File: config.mk
export PLATFORM = sky130hd
export DESIGN_NAME = cc_hit_miss_dispatch
export DESIGN_NICKNAME = d
export VERILOG_FILES = /design/src/rtl/cc_hit_miss_dispatch.sv
export SDC_FILE = /design/constraint.sdc
export NUM_CORES = 1
export LEC_CHECK = 0
export CAP_MARGIN = 20
export CORE_AREA = 3 3 454 456
export CTS_BUF_LIST = sky130_fd_sc_hd__clkbuf_2 sky130_fd_sc_hd__clkbuf_4 sky130_fd_sc_hd__clkbuf_8
export DETAILED_ROUTE_END_ITERATION = 8
export DIE_AREA = 0 0 457 459
export REMOVE_ABC_BUFFERS = 1
export SETUP_SLACK_MARGIN = 0.5
export SLEW_MARGIN = 10
export SYNTH_ARGS = -nofsm -noshare
export SYNTH_HDL_FRONTEND = slang
export SYNTH_SLANG_ARGS = --single-unit
File: constraint.sdc
create_clock -name clk -period 3.1 [get_ports clk]
set_input_delay 0.62 -clock clk [delete_from_list [all_inputs] [get_ports clk]]
set_output_delay 0.62 -clock clk [all_outputs]
set_load 0.05 [all_outputs]
File: src/rtl/cc_hit_miss_dispatch.sv
// Hit/miss dispatch: feeds the read-data reorder FIFOs with the ordered
// hit/miss flag and hit data, and issues a wrap AR burst for each miss.
module cc_hit_miss_dispatch #(
    parameter int ADDR_WIDTH = 32,
    parameter int LINE_WIDTH = 512,
    parameter int CNT_WIDTH  = 32
) (
    input  logic                    clk,
    input  logic                    rst,
    input  logic                    tc_valid_i,
    output logic                    tc_ready_o,
    input  logic                    tc_hit_i,
    input  logic [ADDR_WIDTH-1:0]   tc_addr_i,
    input  logic [LINE_WIDTH-1:0]   tc_line_i,
    input  logic                    hit_flag_fifo_afull_i,
    output logic                    hit_flag_fifo_wren_o,
    output logic                    hit_flag_fifo_wdata_o,
    input  logic                    hit_data_fifo_afull_i,
    output logic                    hit_data_fifo_wren_o,
    output logic [LINE_WIDTH+5:0]   hit_data_fifo_wdata_o,
    output logic [ADDR_WIDTH-1:0]   mem_araddr_o,
    output logic [3:0]              mem_arlen_o,
    output logic [2:0]              mem_arsize_o,
    output logic [1:0]              mem_arburst_o,
    output logic                    mem_arvalid_o,
    input  logic                    mem_arready_i,
    output logic [CNT_WIDTH-1:0]    hit_cnt_o,
    output logic [CNT_WIDTH-1:0]    miss_cnt_o
);

    localparam int DATA_W = LINE_WIDTH + 6;

    typedef enum logic [0:0] {
        IDLE,
        AR_WAIT
    } state_e;

    state_e                  state_q, state_d;
    logic                    flag_wren_q, flag_wren_d;
    logic                    flag_wdata_q, flag_wdata_d;
    logic                    data_wren_q, data_wren_d;
    logic [DATA_W-1:0]       data_wdata_q, data_wdata_d;
    logic                    arvalid_q, arvalid_d;
    logic [ADDR_WIDTH-1:0]   araddr_q, araddr_d;
    logic [3:0]              arlen_q, arlen_d;
    logic [2:0]              arsize_q, arsize_d;
    logic [1:0]              arburst_q, arburst_d;
    logic [CNT_WIDTH-1:0]    hit_cnt_q, hit_cnt_d;
    logic [CNT_WIDTH-1:0]    miss_cnt_q, miss_cnt_d;
    logic                    accept;

    // One registered write may still land after afull rises; the FIFOs
    // assert afull with one entry of slack to absorb it.
    assign tc_ready_o = (state_q == IDLE)
                      & ~hit_flag_fifo_afull_i
                      & ~hit_data_fifo_afull_i;
    assign accept = tc_valid_i & tc_ready_o;

    always_comb begin
        state_d      = state_q;
        flag_wren_d  = 1'b0;
        flag_wdata_d = flag_wdata_q;
        data_wren_d  = 1'b0;
        data_wdata_d = data_wdata_q;
        arvalid_d    = arvalid_q;
        araddr_d     = araddr_q;
        arlen_d      = arlen_q;
        arsize_d     = arsize_q;
        arburst_d    = arburst_q;
        hit_cnt_d    = hit_cnt_q;
        miss_cnt_d   = miss_cnt_q;
        unique case (state_q)
            IDLE: begin
                if (accept) begin
                    flag_wren_d  = 1'b1;
                    flag_wdata_d = tc_hit_i;
                    if (tc_hit_i) begin
                        data_wren_d  = 1'b1;
                        data_wdata_d = {tc_addr_i[5:0], tc_line_i};
                        if (~&hit_cnt_q) begin
                            hit_cnt_d = hit_cnt_q + CNT_WIDTH'(1);
                        end
                    end else begin
                        // Critical word first: 8-byte aligned start, wrap burst
                        arvalid_d = 1'b1;
                        araddr_d  = {tc_addr_i[ADDR_WIDTH-1:3], 3'b000};
                        arlen_d   = 4'd7;
                        arsize_d  = 3'b011;
                        arburst_d = 2'b10;
                        state_d   = AR_WAIT;
                        if (~&miss_cnt_q) begin
                            miss_cnt_d = miss_cnt_q + CNT_WIDTH'(1);
                        end
                    end
                end
            end
            AR_WAIT: begin
                if (mem_arready_i) begin
                    arvalid_d = 1'b0;
                    state_d   = IDLE;
                end
            end
            default: begin
                arvalid_d = 1'b0;
                state_d   = IDLE;
            end
        endcase
    end

    always_ff @(posedge clk) begin
        if (rst) begin
            state_q      <= IDLE;
            flag_wren_q  <= 1'b0;
            flag_wdata_q <= 1'b0;
            data_wren_q  <= 1'b0;
            data_wdata_q <= '0;
            arvalid_q    <= 1'b0;
            araddr_q     <= '0;
            arlen_q      <= '0;
            arsize_q     <= '0;
            arburst_q    <= '0;
            hit_cnt_q    <= '0;
            miss_cnt_q   <= '0;
        end else begin
            state_q      <= state_d;
            flag_wren_q  <= flag_wren_d;
            flag_wdata_q <= flag_wdata_d;
            data_wren_q  <= data_wren_d;
            data_wdata_q <= data_wdata_d;
            arvalid_q    <= arvalid_d;
            araddr_q     <= araddr_d;
            arlen_q      <= arlen_d;
            arsize_q     <= arsize_d;
            arburst_q    <= arburst_d;
            hit_cnt_q    <= hit_cnt_d;
            miss_cnt_q   <= miss_cnt_d;
        end
    end

    assign hit_flag_fifo_wren_o  = flag_wren_q;
    assign hit_flag_fifo_wdata_o = flag_wdata_q;
    assign hit_data_fifo_wren_o  = data_wren_q;
    assign hit_data_fifo_wdata_o = data_wdata_q;
    assign mem_arvalid_o         = arvalid_q;
    assign mem_araddr_o          = araddr_q;
    assign mem_arlen_o           = arlen_q;
    assign mem_arsize_o          = arsize_q;
    assign mem_arburst_o         = arburst_q;
    assign hit_cnt_o             = hit_cnt_q;
    assign miss_cnt_o            = miss_cnt_q;

endmodule

==> results.md <==
* Initial antenna violation count at approximately 210
* Core area at 202,000 sq um
* WP data required at between 2 and 2.5 ns
* IO Pins at between 1,000 and 1,500
* Peak Freq at about 400 MHz
* Yosys cell types at 48
* Clock latency on the worst-skew pair at between 0.8 and 0.9 ns
* WL final at roughly 180,000 microns
* Slowest CP cell: clkdlybuf4s15_1
* Worst path bufs/invs at 1
* Min-delay worst type: input pin to register
* Die Y at ~460 microns
* Most common cell in the netlist: nand2_1
* Top cells by count, synth: 1,120 x nand2_1, 617 x dfxtp_1, 598 x a21oi_1, 190 x clkbuf_1
* Synth area leaders: dfxtp_1 56%, nand2_1 19%, a21oi_1 14%
* Crit share post-route at 0.805
* Worst vdd ir at 0.000308 V
* Initial DRC count at between 1,500 and 2,000
* Final HPWL DP at about 150,000 microns
* Register area share after synthesis at 0.561
* Final max-slew violation count at 0
* Area share of the largest cell type after synthesis at 0.561
* Worst slew pin tran at around 0.74 ns
* Worst path arrival time at around 1.9 ns
* DIE WIDTH at ~460 microns
* Leakage at roughly 17 nW
* Final Hold Violating Endpoints at 0
* Most used DFF post-synth: dfxtp_1
* Total gr overflow at 0
* Crit Path Category: register to primary output
* Cell Rows at between 150 and 200
* Number of synthesized register bits at between 600 and 700
* Total CTS buffers at 116
* Yosys top cell by area: dfxtp_1
* Vias in the first global route at about 24,000
* Root buffer cell: clkbuf_8
* Worst slew margin at 0.506
* Fin crit period at 2.50 ns
* # port buffers at ~1,200
* Post-synth EDFFs at 0
* Cells after Synth at between 2,000 and 3,000
* Area Overhead vs Synth at 83.6%
* Drt pass-1 iters at 5
* Share of cells above drive strength 1 at 0.128
* GP Congestion at roughly 0.90
* Largest net degree at the start of global routing at 120
* Drt wl/cell at between 20 and 30 microns
* Fin Clk Skew at 0.0586 ns
* Final design utilization at 0.200
* Vias per cell at roughly 3.7
* CTS tree: built
* Layout net count at approximately 4,500
* CP peak stage delay at 0.68 ns
* Crit-path cells: clkdlybuf4s15_1
* CP startpoint kind: register
* Cell Area, Synth at 22,000 sq um
* Final WS setup at 0.605 ns
* Mean Syn Cell Area at about 8 sq um
* Final setup fails at 0
* Status: finished, final reports clean
* Residual DRC at 0
* DP Worst Slack at -0.140 ns
* Pwr/cell area at roughly 480 nW/um^2
* Area of the die at between 200,000 and 250,000 sq um
* Total number of vias at 25,500
* CTS HTree Levels at 3
* Initial Utilization at 0.109
* Crit Path Max Fanout at 2
* First-pass GRT wire length at 229,000 microns
* Postcts setup bufs at 0
* Clk sinks at roughly 620
* Async SR Flop Fraction at 0
* Deepest clock path buffer count at 3
* Ys Warns at 0
* Total negative slack at 0 ns
* Antenna violation net count after detailed routing at 0
* CP endpoint kind: primary output
* CP top delay family: buffers and inverters
* CTS clk-pin slew, worst paths at about 0.070 ns
* Unrepaired setup endpoints after global routing: yes
* Total GRT Usage at 0.162
* Max_cap viols at 0
routing by layer:
layer,GRT usage,vias to the layer above,part of all wire
met5,0,-,0.0066
met4,0.0671,180,0.047
met3,0.116,444,0.16
met2,0.255,1327,0.44
met1,0.165,11800,0.35
li1,-,11700,-
cell type report:
type / count / area, sq um
inverters: 12 / 45.0
clock buffers: 186 / 2330
well taps: 2672 / 3340
clock inverters: 29 / 302
diodes: 58 / 145
flip-flops and latches: 617 / 12400
fillers: 22600 / 162000
multi-input cells: 1965 / 8830
repair buffers: 1265 / 13100
worst paths after layout:
path                                                  from                          to  slack (ns)  cells after the start
worst min-delay path                                   rst               hit_cnt_o[20]        0.21                      2
worst max-delay path            hit_data_fifo_wdata_o[300]  hit_data_fifo_wdata_o[300]        0.60                      1
worst min register to register  hit_data_fifo_wdata_o[294]  hit_data_fifo_wdata_o[294]        0.45                      2
worst max register to register                hit_cnt_o[1]               hit_cnt_o[26]        0.62                      6
report_power, final:
part	leakage, nW	switching, mW	total [mW]	internal, mW
combinational	10.9	1.34	2.31	0.967
clock	1.40	3.96	9.02	5.06
sequential	4.99	0.0853	8.17	8.09
layout by cell type, fill, tap and decap left out, types with 3 or more instances in the layout:
master | synthesis | routed
nor4_1 | 8 | 6
clkdlybuf4s15_1 | 0 | 45
conb_1 | 1 | 6
dfxtp_1 | 617 | 614
clkdlybuf4s50_1 | 0 | 549
mux2_2 | 8 | 8
or3_1 | 31 | 31
a21oi_1 | 598 | 598
nand4_1 | 20 | 20
nand3_1 | 23 | 23
nor2b_1 | 5 | 5
inv_1 | 12 | 12
nor3_1 | 7 | 6
clkinv_2 | 0 | 15
or4_1 | 18 | 18
nand2_1 | 1120 | 1119
bufinv_16 | 0 | 3
clkbuf_2 | 0 | 3
o31ai_1 | 19 | 18
clkdlybuf4s15_2 | 0 | 149
diode_2 | 0 | 58
buf_12 | 0 | 28
dfxtp_2 | 0 | 3
o21ai_0 | 31 | 31
clkbuf_4 | 0 | 36
buf_4 | 11 | 91
nor2_1 | 28 | 28
and4_1 | 6 | 6
dlygate4sd2_1 | 0 | 224
xor2_1 | 5 | 5
clkinvlp_4 | 0 | 4
clkbuf_8 | 0 | 150
dlymetal6s2s_1 | 0 | 171
metrics by stage:
step / instance area, sq um / std cells / hold WS, ns / total power [mW]
final: 40400 / 6804 / 0.206 / 19.5
after global routing: 40300 / 6753 / 0.143 / 20.3
after CTS: 39800 / 6746 / 0.0867 / 19.9
after detailed placement: 37300 / 6531 / 0.446 / 10.7
after global placement: 37300 / 6531 / 0.441 / 10.7
after floorplan: 21200 / 2594 / 0.488 / 9.17
cell families after synthesis:
| kind of cell | share of synthesized area |
|---|---|
| and+or+nand+nor | 0.238 |
| DFF | 0.561 |
| other | 0.000170 |
| buffers and inverters | 0.0402 |
| adders and majority gates | 0.00114 |
| muxes | 0.00455 |
| xor gates and xnor gates | 0.00239 |
| AOI/OAI and AO/OA | 0.152 |
registers in the layout, summed over array words and instances, names as in the netlist:
signal	count
mem_araddr_o	29
mem_arvalid_o	1
miss_cnt_o	32
hit_data_fifo_wren_o	1
mem_arburst_o	1
hit_data_fifo_wdata_o	518
hit_flag_fifo_wdata_o	1
hit_cnt_o	32
state_q	1
hit_flag_fifo_wren_o	1
repair_timing:
action / CTS / global route
setup endpoints to repair: 595 / 198
resized for setup: 777 / 183
hold buffers: 0 / 0
Note: power is estimated with default switching activity, not from simulation.
